`src/rtl/dot_product_stream.sv`:
```
// Streaming dot product: LEN A samples are stored, then LEN B samples are multiply-accumulated against them.
// The result is valid on the edge that accepts the last B; input stalls in HOLD until the result is consumed.
module dot_product_stream #(
   parameter int WIDTH  = 8,
   parameter int LEN    = 3,
   parameter bit SIGNED = 1'b0,
   localparam int OUT_W = 2*WIDTH + $clog2(LEN)
) (
   input  logic             clk,
   input  logic             resetn,
   input  logic             clear,
   input  logic             in_valid,
   output logic             in_ready,
   input  logic [WIDTH-1:0] din,
   output logic             out_valid,
   input  logic             out_ready,
   output logic [OUT_W-1:0] dout,
   output logic             busy
);
   localparam int IDX_W = (LEN > 1) ? $clog2(LEN) : 1;
   localparam logic [IDX_W-1:0] IDX_LAST = IDX_W'(LEN - 1);

   typedef enum logic [1:0] {LOAD_A, MAC_B, HOLD} state_t;

   state_t           state_q;
   logic [IDX_W-1:0] idx_q;
   logic [OUT_W-1:0] acc_q;
   logic [OUT_W-1:0] dout_q;
   logic             out_vld_q;
   logic [WIDTH-1:0] a_q [LEN];

   logic             accept;
   logic             consume;
   logic             last;
   logic             a_wr;
   logic [IDX_W-1:0] a_wr_idx;
   logic [OUT_W-1:0] a_ext;
   logic [OUT_W-1:0] b_ext;
   logic [OUT_W-1:0] prod_d;
   logic [OUT_W-1:0] sum_d;

   // Operands are widened to the full result width, so the low OUT_W bits of the
   // product are exact for both unsigned and two's-complement operands.
   function automatic logic [OUT_W-1:0] extend(input logic [WIDTH-1:0] x);
      return {{(OUT_W-WIDTH){SIGNED && x[WIDTH-1]}}, x};
   endfunction

   always_comb begin
      in_ready = 1'b0;
      if (resetn && !clear) begin
         in_ready = (state_q == HOLD) ? out_ready : 1'b1;
      end
   end

   assign accept  = in_valid && in_ready;
   assign consume = out_vld_q && out_ready;
   assign last    = (idx_q == IDX_LAST);

   assign a_ext  = extend(a_q[idx_q]);
   assign b_ext  = extend(din);
   assign prod_d = a_ext * b_ext;
   assign sum_d  = (idx_q == '0) ? prod_d : acc_q + prod_d;

   // A sample accepted in HOLD is the first A element of the next operation.
   assign a_wr     = accept && (state_q != MAC_B);
   assign a_wr_idx = (state_q == HOLD) ? '0 : idx_q;

   always_ff @(posedge clk) begin
      if (a_wr) begin
         a_q[a_wr_idx] <= din;
      end
   end

   always_ff @(posedge clk or negedge resetn) begin
      if (!resetn) begin
         state_q   <= LOAD_A;
         idx_q     <= '0;
         acc_q     <= '0;
         dout_q    <= '0;
         out_vld_q <= 1'b0;
      end else if (clear) begin
         state_q   <= LOAD_A;
         idx_q     <= '0;
         acc_q     <= '0;
         out_vld_q <= 1'b0;
      end else begin
         case (state_q)
            LOAD_A: begin
               if (accept) begin
                  idx_q <= last ? '0 : idx_q + 1'b1;
                  if (last) begin
                     state_q <= MAC_B;
                  end
               end
            end
            MAC_B: begin
               if (accept) begin
                  acc_q <= sum_d;
                  idx_q <= last ? '0 : idx_q + 1'b1;
                  if (last) begin
                     dout_q    <= sum_d;
                     out_vld_q <= 1'b1;
                     state_q   <= HOLD;
                  end
               end
            end
            HOLD: begin
               if (consume) begin
                  out_vld_q <= 1'b0;
                  if (!accept) begin
                     state_q <= LOAD_A;
                     idx_q   <= '0;
                  end else if (LEN == 1) begin
                     state_q <= MAC_B;
                     idx_q   <= '0;
                  end else begin
                     state_q <= LOAD_A;
                     idx_q   <= IDX_W'(1);
                  end
               end
            end
            default: begin
               state_q <= LOAD_A;
               idx_q   <= '0;
            end
         endcase
      end
   end

   assign busy      = (state_q == MAC_B) || ((state_q == LOAD_A) && (idx_q != '0));
   assign out_valid = out_vld_q;
   assign dout      = dout_q;

endmodule

```
`config.mk`:
```
export PLATFORM = sky130hd
export DESIGN_NAME = dot_product_stream
export DESIGN_NICKNAME = d
export VERILOG_FILES = /design/src/rtl/dot_product_stream.sv
export SDC_FILE = /design/constraint.sdc
export NUM_CORES = 1
export LEC_CHECK = 0
export ABC_AREA = 1
export CAP_MARGIN = 10
export CORE_ASPECT_RATIO = 1.2
export CORE_MARGIN = 4
export CORE_UTILIZATION = 25
export CTS_BUF_LIST = sky130_fd_sc_hd__clkbuf_2 sky130_fd_sc_hd__clkbuf_4 sky130_fd_sc_hd__clkbuf_8
export CTS_CLUSTER_DIAMETER = 60
export DETAILED_ROUTE_END_ITERATION = 7
export HOLD_SLACK_MARGIN = 0.06
export SLEW_MARGIN = 20
export SYNTH_ARGS = -nofsm -noshare
export SYNTH_HDL_FRONTEND = slang
export SYNTH_SLANG_ARGS = --single-unit
```
`constraint.sdc`:
```
create_clock -name clk -period 11.2 [get_ports clk]
set_input_delay 1.68 -clock clk [delete_from_list [all_inputs] [get_ports clk]]
set_output_delay 1.68 -clock clk [all_outputs]
set_load 0.02 [all_outputs]
```
==> qor.yml <==
vdd_drop_max_mv: 0.1155
worstPathArrival_ns: 7.42
maxCapViolCount: 0
ys_seq_area_frac: 0.2818
ys_seq_elements: 65
min_path_type: "register to register"
stdcell_count: 1223
drc: 0
dp.cells: 1207
clk_pin_slew_ns: 0.07
die_area_mm2: 0.02738
power_density_mw_per_mm2: 284.3
r2r_cells: 30
synth_top_area_share: 0.1866
drt_pre_antenna_iters: 5
ys_warn_count: 0
synth.avg_cell_area_um2: 7.148
r2r_setup_slack_ns: 4.70
worst_slack_ns: 4.091
end_kind: "register"
crit_fanout: 11
cp_top_family: "adder cells"
min_path_cells: 2
min-delay-start: "dout[9]$_DFFE_PN0P_"
yosys.area.top_type: "nand2_1"
insertedDiodeCount: 0
synthToLayoutAreaGrowth_pct: 14.15
cts.sink_count: 65
min_period_over_period: 0.6347
die_width_um: 151.7
multi_input_area_mm2: 0.003681
crit_top_cell: "nand2_1"
dpl.hpwl_um: 11720
whs_ns: 0.4811
cp-start-kind: "input port"
grt_max_degree: 44
gp_congestion: 0.8795
synth_cell_types: 35
nFillCells: 2667
worstHoldEndpoint: "dout[9]$_DFFE_PN0P_"
wl_per_cell_um: 12.25
layout.nets: 1000
die_h_um: 180.5
dr_total_vias: 5362
switchingPower_w: 0.001107
syn_nets: 969
path_class: "input port to register"
min_period_ns: 7.109
rr_endpoint: "dout[13]$_DFFE_PN0P_"
drv_slew: 0
htree_levels: 3
clock_latency_ns: 0.38
post_drt_via_cell_ratio: 4.384
initial_utilization: 0.2560
cpMaxStageDelayCell: "clkdlybuf4s50_1"
antenna_found_initial: 0
outcome: "finished clean"
postRouteAntennaNets: 0
worst-path-buf-inv: 6
grt_usage: 0.1184
synth.area.top_cells: "nand2_1 (19%), dfrtp_1 (17%), fa_1 (12%)"
cp.depth: 27
wl_um: 14990
cts_tree: "done"
stdcell_area_mm2: 0.007074
tns_ns: 0
cts_inserted_buffers: 9
grt_pass1_vias: 5479
critPathRequiredTime_ns: 11.51
fmax_mhz: 140.7
num_rows: 62
grt_pass1_wl_um: 26140
finClkSkew_ns: 0.01838
drive_gt1_frac: 0.04540
synthCells: 867
cts-hold-fix-buffers: 0
relSlewSlack: 0.4339
clockRootBuffer: "clkbuf_8"
p_int_w: 0.0009039
place_area_mm2: 0.006867
rsz0062_at_grt: "false"
setup_viol: 0
power_frac_comb: 0.744
seqCellArea_mm2: 0.001747
hold_viol: 0
syn_area_mm2: 0.006197
seq_power_share: 0.146
r2r_start: "idx_q[1]$_DFFE_PN0P_"
clkPwrFrac: 0.110
overflow: 0
drtIter0Drc: 261
cts_resized: 0
pre_cts_slack_ns: 3.793
worst_path_largest_cell_delay_ns: 0.68
cts_setup_buffers: 0
p_leak_nw: 4.010
numPortBuffers: 33
core_area_mm2: 0.02420
ioPinCount: 34
clk_path_buf_depth: 2
p_sw_frac: 0.5505
worstMarginPinSlew_ns: 0.8481
==> metrics by stage <==
step           power [W]    util
2_1_floorplan   0.001416       -
3_3_place_gp    0.001779  0.2837
3_5_place_dp    0.001785  0.2837
4_1_cts         0.002021  0.2923
5_1_grt         0.002270  0.2923
6_report        0.002011  0.2923
==> registers in the layout, summed over array words and instances, names as in the netlist <==
| signal | flops |
|---|---|
| out_valid | 1 |
| a_q | 24 |
| dout | 18 |
| idx_q | 2 |
| acc_q | 18 |
| state_q | 2 |
==> power by group through the flow <==
stage	Combinational (W)	Sequential, W	Clock (W)
detailed placement	0.00149	0.000299	0
finish	0.00150	0.000293	0.000220
global route	0.00174	0.000297	0.000234
floorplan	0.00110	0.000316	0
CTS	0.00150	0.000294	0.000227
global placement	0.00148	0.000299	0
==> how the worst max path moves through the flow <==
| stage | end | slack [ns] | from |
|---|---|---|---|
| floorplan | acc_q[13]$_DFFE_PN0P_ | 4.89 | din[7] |
| global placement | dout[13]$_DFFE_PN0P_ | 3.86 | din[6] |
| detailed placement | dout[13]$_DFFE_PN0P_ | 3.79 | din[7] |
| CTS | dout[13]$_DFFE_PN0P_ | 4.16 | din[7] |
| global route | dout[13]$_DFFE_PN0P_ | 3.75 | din[7] |
| finish | dout[13]$_DFFE_PN0P_ | 4.09 | din[7] |
==> cells in the mapped netlist, drive strengths merged <==
cell type and n:
dfrtp 41, ha 52, edfxtp 24, a21boi 3, and2 6, xnor2 2
a31oi 1, nand3 76, o21ai 22, clkbuf 7, nor2 44, o211ai 4
nor3 4, inv 180, xor2 4, buf 11, o21bai 1, a21oi 18
or2 4, nor4 2, fa 37, nand2 309, a21o 4, nand4 11
==> routing by layer <==
metal  global-route usage  vias up  routed length, um
met5                    0        -                  0
met4              0.05466        0                449
met3              0.01660       23                309
met2               0.2037       91               7439
met1               0.1444     2524               6788
li1                     -     2724                  -
==> kinds of logic (layout without fill, tap and decap cells) <==
logic type / count (synthesis) / count (layout) / share of synthesized area
and+or+nand+nor: 456 / 456 / 0.3131
xor gates and xnor gates: 6 / 6 / 0.008480
AOI/OAI and AO/OA: 53 / 53 / 0.04785
DFF: 65 / 65 / 0.2818
buffers and inverters: 198 / 234 / 0.1242
adders and majority gates: 89 / 89 / 0.2245
==> cell usage in the layout (no fill, tap or decap), types with 5 or more instances in the layout <==
cell type	netlist	layout
o21ai_0	15	15
clkbuf_8	0	9
nand3_1	75	75
ha_1	52	52
fa_1	37	37
buf_4	3	5
dfrtp_1	41	41
and2_1	6	6
o21ai_1	7	7
nand4_1	10	10
inv_1	174	174
clkdlybuf4s50_1	0	32
nor2_1	38	38
nand2_1	308	308
inv_2	6	6
edfxtp_1	24	24
a21oi_1	18	18
==> final cells by class <==
| type | count | share of cell area |
|---|---|---|
| multi-input combinational | 604 | 0.5203 |
| sequential | 65 | 0.2469 |
| inverter | 180 | 0.09551 |
| tap | 320 | 0.05660 |
| timing repair buffer | 38 | 0.05129 |
| clock buffer | 9 | 0.01751 |
| clock inverter | 7 | 0.01185 |
==> worst reg2reg max path: cells and delay by family (launching register included) <==
kind | cells | cell delay (ns)
adder cells (fa/ha/maj) | 6 | 2.80
AND/OR/NAND/NOR | 16 | 2.19
buffers and inverters | 6 | 0.57
flip-flops | 1 | 0.56
AO/OA/AOI/OAI | 2 | 0.34
(Power assumes the default switching activity.)
==> patch 1, RTL diff (config.mk and constraints unchanged) <==
Re-encode `state_t` (3 states) as one-hot, 3 bits wide.
--- a/src/rtl/dot_product_stream.sv
+++ b/src/rtl/dot_product_stream.sv
@@ -20,7 +20,7 @@
    localparam int IDX_W = (LEN > 1) ? $clog2(LEN) : 1;
    localparam logic [IDX_W-1:0] IDX_LAST = IDX_W'(LEN - 1);
 
-   typedef enum logic [1:0] {LOAD_A, MAC_B, HOLD} state_t;
+   typedef enum logic [2:0] {LOAD_A = 3'b001, MAC_B = 3'b010, HOLD = 3'b100} state_t;
 
    state_t           state_q;
    logic [IDX_W-1:0] idx_q;
Behaviour: same outputs for any inputs over 4 cycles, from zero or initial values and one cycle with resetn low; so few cycles prove little.
==> patch 1 against the original RTL <==
Final area is 1.7% higher. Maximum frequency is 3.8% higher. Setup slack better by 0.26 ns. Area after synthesis is 1.6% higher. Count of clock-buffer cells in the layout is 1 higher. Sequential cell count is 1 higher. Non-clock buffer count stayed put. Routed wire length is 0.64% higher. Critical path type unchanged. Critical endpoint is now acc_q[15]$_DFFE_PN0P_.
Power is not shown: default switching activity piles up to over one toggle a cycle in this logic, so the estimate is an artifact.
==> patch 1: results (changes against the original RTL) <==
| Metric | Value |
|---|---|
| First-pass GRT wire length | 25.4 mm (-3.0%) |
| Vias in the first global route | 5296 (-3.3%) |
| Worst Clk Skew | 0.0180 ns (-0.000407 ns) |
| Most used DFF post-synth | dfrtp_1 |
| Final #Nets | 1009 (+0.90%) |
| Routability Congestion | 0.885 (+0.57%) |
| Reg2reg start | idx_q[1]$_DFFE_PN0P_ |
| Dpl ws | 3.96 ns (+0.168 ns) |
| Seq cells post-synth | 66 (+1.5%) |
| Wire per inst | 12.2 um (-0.50%) |
| FF-to-FF path depth | 31 (+3.3%) |
| Initial antenna violation count | 0 (unchanged) |
| CP arrival | 7.16 ns (-0.26 ns) |
| Setup slack after layout | 4.35 ns (+0.262 ns) |
| Nonclk buf count | 38 (unchanged) |
| Multi-input comb cells | 607 (+0.50%) |
| Port Buffers | 33 (unchanged) |
| CP Launch Point | din[6] |
| Sequential cell area fraction in the yosys report | 28.2% (-0.031 points) |
| HPWL after DPL | 12.1 mm (+3.4%) |
| Non-clock buffer share | 5.04% (-0.087 points) |
| Footprint of the multi-input gates | 3740 sq um (+1.5%) |
| Skew-Pair Late Insertion Delay | 0.38 ns (about the same) |
| Filler instances | 2721 (+2.0%) |
| H-tree levels | 3 (unchanged) |
| FFs w/ async S/R, synth | 63.6% (+0.56 points) |
| Seq/total area | 24.6% (-0.051 points) |
| GRT Util Overall | 11.2% (-0.67 points) |
| Resize count post-CTS | 0 (unchanged) |
| Post-CTS Setup Bufs | 0 (unchanged) |
| CTS root buffer | clkbuf_8 |
| Syn nets | 977 (+0.83%) |
| Total CTS buffers | 9 (unchanged) |
| FF-to-FF setup slack | 4.83 ns (+0.13 ns) |
| Post-synth top cells | nand2_1, inv_1, nand3_1 |
| Post-synth EDFFs | 24 (unchanged) |
| Max reg flops | 24 (unchanged) |
| Invs w/o clock | 185 (+2.8%) |
| Worst slew pin tran | 0.911 ns (+0.0633 ns) |
| Area contributors post-synth | nand2_1, dfrtp_1, fa_1 |
| Number of inserted diodes | 0 (unchanged) |
| Final clock-cell share | 3.08% (+0.14 points) |
| Initial DRT Pass Iterations | 4 (-1) |
| Slowest stage cell, crit path | clkdlybuf4s50_1 |
| Worst Hold Class | flop to flop |
| Syn. warnings | 0 (unchanged) |
| Routed via count | 5378 (+0.30%) |
| Post-synth cell types | 41 (+17%) |
| Most flop-heavy register | a_q |
| Clk slew on worst S/H paths | 0.08 ns |
| Share of cells above drive strength 1 | 4.50% (-0.045 points) |
| Clk buf depth | 2 (unchanged) |
| Peak per-stage delay on the critical path | 0.70 ns (+0.02 ns) |
| Crit path to | acc_q[15]$_DFFE_PN0P_ |
| DR iter-0 viols | 273 (+4.6%) |
| Status | completed |
| Largest net degree at the start of global routing | 45 (+2.3%) |
| Critical Path Fanout Max | 11 (unchanged) |
| Clkbuf count | 10 (+1) |
-- patch 1: logic make-up after synthesis --
| kind of cell | after synthesis | synth area share, % |
|---|---|---|
| buf+inv | 202 | 12.5 |
| fa+ha+maj | 89 | 22.1 |
| xor+xnor | 7 | 0.974 |
| simple gates | 451 | 31.0 |
| flops | 66 | 28.2 |
| compound gates | 60 | 5.32 |
-- patch 1: critical path: cells and delay by family --
kind,cells,cell delay [ns]
fa+ha+maj,6,2.79
simple gates,17,1.58
buf+inv,5,0.91
compound gates,1,0.18
-- patch 1: layer usage --
layer	up-vias	GRT usage, %	wire (um)
li1	2762	-	-
met1	2531	12.5	6490
met2	64	21.3	8020
met3	21	1.76	328
met4	0	3.89	239
met5	-	0	0
-- patch 1: through the flow --
stage	util, %	cells	cell area, sq um
floorplan	-	875	6300
global placement	28.2	1221	6970
detailed placement	28.2	1221	6970
CTS	29.1	1237	7200
global route	29.1	1237	7200
finish	29.1	1237	7200
-- patch 1: how the worst min path moves through the flow --
| stage | from | slack (ns) | cells past startpoint | endpoint |
|---|---|---|---|---|
| floorplan | acc_q[13]$_DFFE_PN0P_ | 0.46 | 2 | acc_q[13]$_DFFE_PN0P_ |
| global placement | dout[9]$_DFFE_PN0P_ | 0.47 | 2 | dout[9]$_DFFE_PN0P_ |
| detailed placement | dout[12]$_DFFE_PN0P_ | 0.47 | 2 | dout[12]$_DFFE_PN0P_ |
| CTS | dout[12]$_DFFE_PN0P_ | 0.49 | 2 | dout[12]$_DFFE_PN0P_ |
| global route | dout[1]$_DFFE_PN0P_ | 0.51 | 2 | dout[1]$_DFFE_PN0P_ |
| finish | dout[12]$_DFFE_PN0P_ | 0.48 | 2 | dout[12]$_DFFE_PN0P_ |
==> patch 2, RTL diff (same flow settings) <==
Without the edit above. `WIDTH`: 8 -> 10.
--- a/src/rtl/dot_product_stream.sv
+++ b/src/rtl/dot_product_stream.sv
@@ -1,7 +1,7 @@
 // Streaming dot product: LEN A samples are stored, then LEN B samples are multiply-accumulated against them.
 // The result is valid on the edge that accepts the last B; input stalls in HOLD until the result is consumed.
 module dot_product_stream #(
-   parameter int WIDTH  = 8,
+   parameter int WIDTH  = 10,
    parameter int LEN    = 3,
    parameter bit SIGNED = 1'b0,
    localparam int OUT_W = 2*WIDTH + $clog2(LEN)
Ports: changed (resized din and dout); port bits go from 34 to 40. No check against the original RTL was run, so the function may have changed too.
==> patch 2 against the original RTL <==
Core utilization fell by 0.51 points. Routed wire length rose by 42%. Setup slack got worse by 0.89 ns. Count of clock-buffer cells in the layout rose by 1. Cell count rose by 31%. Area after synthesis rose by 34%. Final area rose by 32%. Sequential cell count rose by 14. Register-to-register slack got worse by 1.3 ns. Critical path depth rose by 1. Critical path type unchanged. Highest routed layer unchanged.
Power is left out: the tool's default activity adds up to more than one toggle a clock period on the data nets, which glitch-free logic cannot reach.
==> patch 2: results (changes against the original RTL) <==
| Metric | Value |
|---|---|
| CP arrival | 8.35 ns (+0.93 ns) |
| FF-to-FF setup slack | 3.40 ns (-1.30 ns) |
| Post-Place Cells | 1588 (+32%) |
| Dpl cell area | 9140 sq um (+33%) |
| Via density | 4.36 (-0.45%) |
| Port Buffers | 39 (+18%) |
| Wire per inst | 13.3 um (+8.3%) |
| Hold path start | dout[15]$_DFFE_PN0P_ |
| Skew-Pair Late Insertion Delay | 0.40 ns (+0.02 ns) |
| FFs w/ async S/R, synth | 62.0% (-1.1 points) |
| Min Tclk post-route | 8.00 ns (+0.893 ns) |
| Hold Crit Endpoint | dout[15]$_DFFE_PN0P_ |
| Dpl ws | 2.83 ns (-0.966 ns) |
| Filler instances | 3520 (+32%) |
| Final #Nets | 1309 (+31%) |
| Hold slack | 0.489 ns (+0.00773 ns) |
| Sequential cell area fraction in the yosys report | 25.6% (-2.6 points) |
| Worst Clk Skew | 0.0304 ns (+0.0120 ns) |
| Crit path to | dout[20]$_DFFE_PN0P_ |
| Post-synth cell types | 42 (+20%) |
| Relative slew margins | 31.4% (-12 points) |
| Number of inserted diodes | 0 (unchanged) |
| Total CTS buffers | 9 (unchanged) |
| HPWL after DPL | 17.2 mm (+47%) |
| First-pass GRT wire length | 36.4 mm (+39%) |
| CP Launch Point | din[9] |
| Vias in the first global route | 7208 (+32%) |
| GRT Util Overall | 12.3% (+0.43 points) |
| Largest net degree at the start of global routing | 50 (+14%) |
| Share of cells above drive strength 1 | 4.14% (-0.40 points) |
| DR iter-0 viols | 349 (+34%) |
| Routability Congestion | 0.913 (+3.8%) |
| Drt total wl | 21.3 mm (+42%) |
| Post-synth EDFFs | 30 (+25%) |
| Mean Syn Cell Area | 7.38 sq um (+3.3%) |
| Critical Path Fanout Max | 13 (+2) |
| Area contributors post-synth | nand2_1, fa_1, dfrtp_1 |
| Status | completed |
| FF-to-FF path depth | 32 (+6.7%) |
| Post-synth top cells | nand2_1, inv_1, ha_1 |
==> patch 2: cell type report <==
| class | instances | area, sq um | area share, % |
|---|---|---|---|
| Sequential cell | 79 | 2130 | 22.8 |
| Timing Repair Buffer | 42 | 408 | 4.37 |
| Clock inverter | 6 | 68.8 | 0.737 |
| Clock buffer | 10 | 131 | 1.41 |
| Multi-Input combinational cell | 804 | 5220 | 55.9 |
| Tap cell | 444 | 556 | 5.95 |
| Inverter | 219 | 830 | 8.88 |
==> patch 2: kinds of logic (layout without fill, tap and decap cells) <==
| family | Yosys count | after routing | share of synthesized area [%] |
|---|---|---|---|
| AOI/OAI and AO/OA | 98 | 98 | 6.56 |
| xor gates and xnor gates | 13 | 13 | 1.37 |
| and+or+nand+nor | 554 | 554 | 28.0 |
| buffers and inverters | 244 | 277 | 11.9 |
| DFF | 79 | 79 | 25.6 |
| adders and majority gates | 139 | 139 | 26.6 |
==> patch 2: critical path, stage by stage <==
cell and delay (ns):
clkdlybuf4s50_1 0.78, nand2_1 0.16, fa_1 0.53, fa_1 0.54, inv_1 0.06, fa_1 0.53
fa_1 0.55, inv_1 0.05, fa_1 0.53, inv_1 0.04, ha_1 0.34, nand2_1 0.11
inv_1 0.06, a21oi_1 0.26, nand3_1 0.23, nor2_1 0.18, nor2_1 0.07, ha_1 0.38
nand2_1 0.13, nor2_1 0.15, inv_1 0.10, nor3_1 0.28, nand3_1 0.17, nand3_1 0.12
nand2_1 0.05, nand2_1 0.09, nand3_1 0.08, nand2_1 0.11
==> patch 2: routing by layer <==
metal	vias up	GRT usage (%)	part of all wire (%)
li1	3541	-	-
met1	3310	15.2	45
met2	121	21.7	50
met3	29	2.09	3.1
met4	0	3.71	2.2
met5	-	0	0
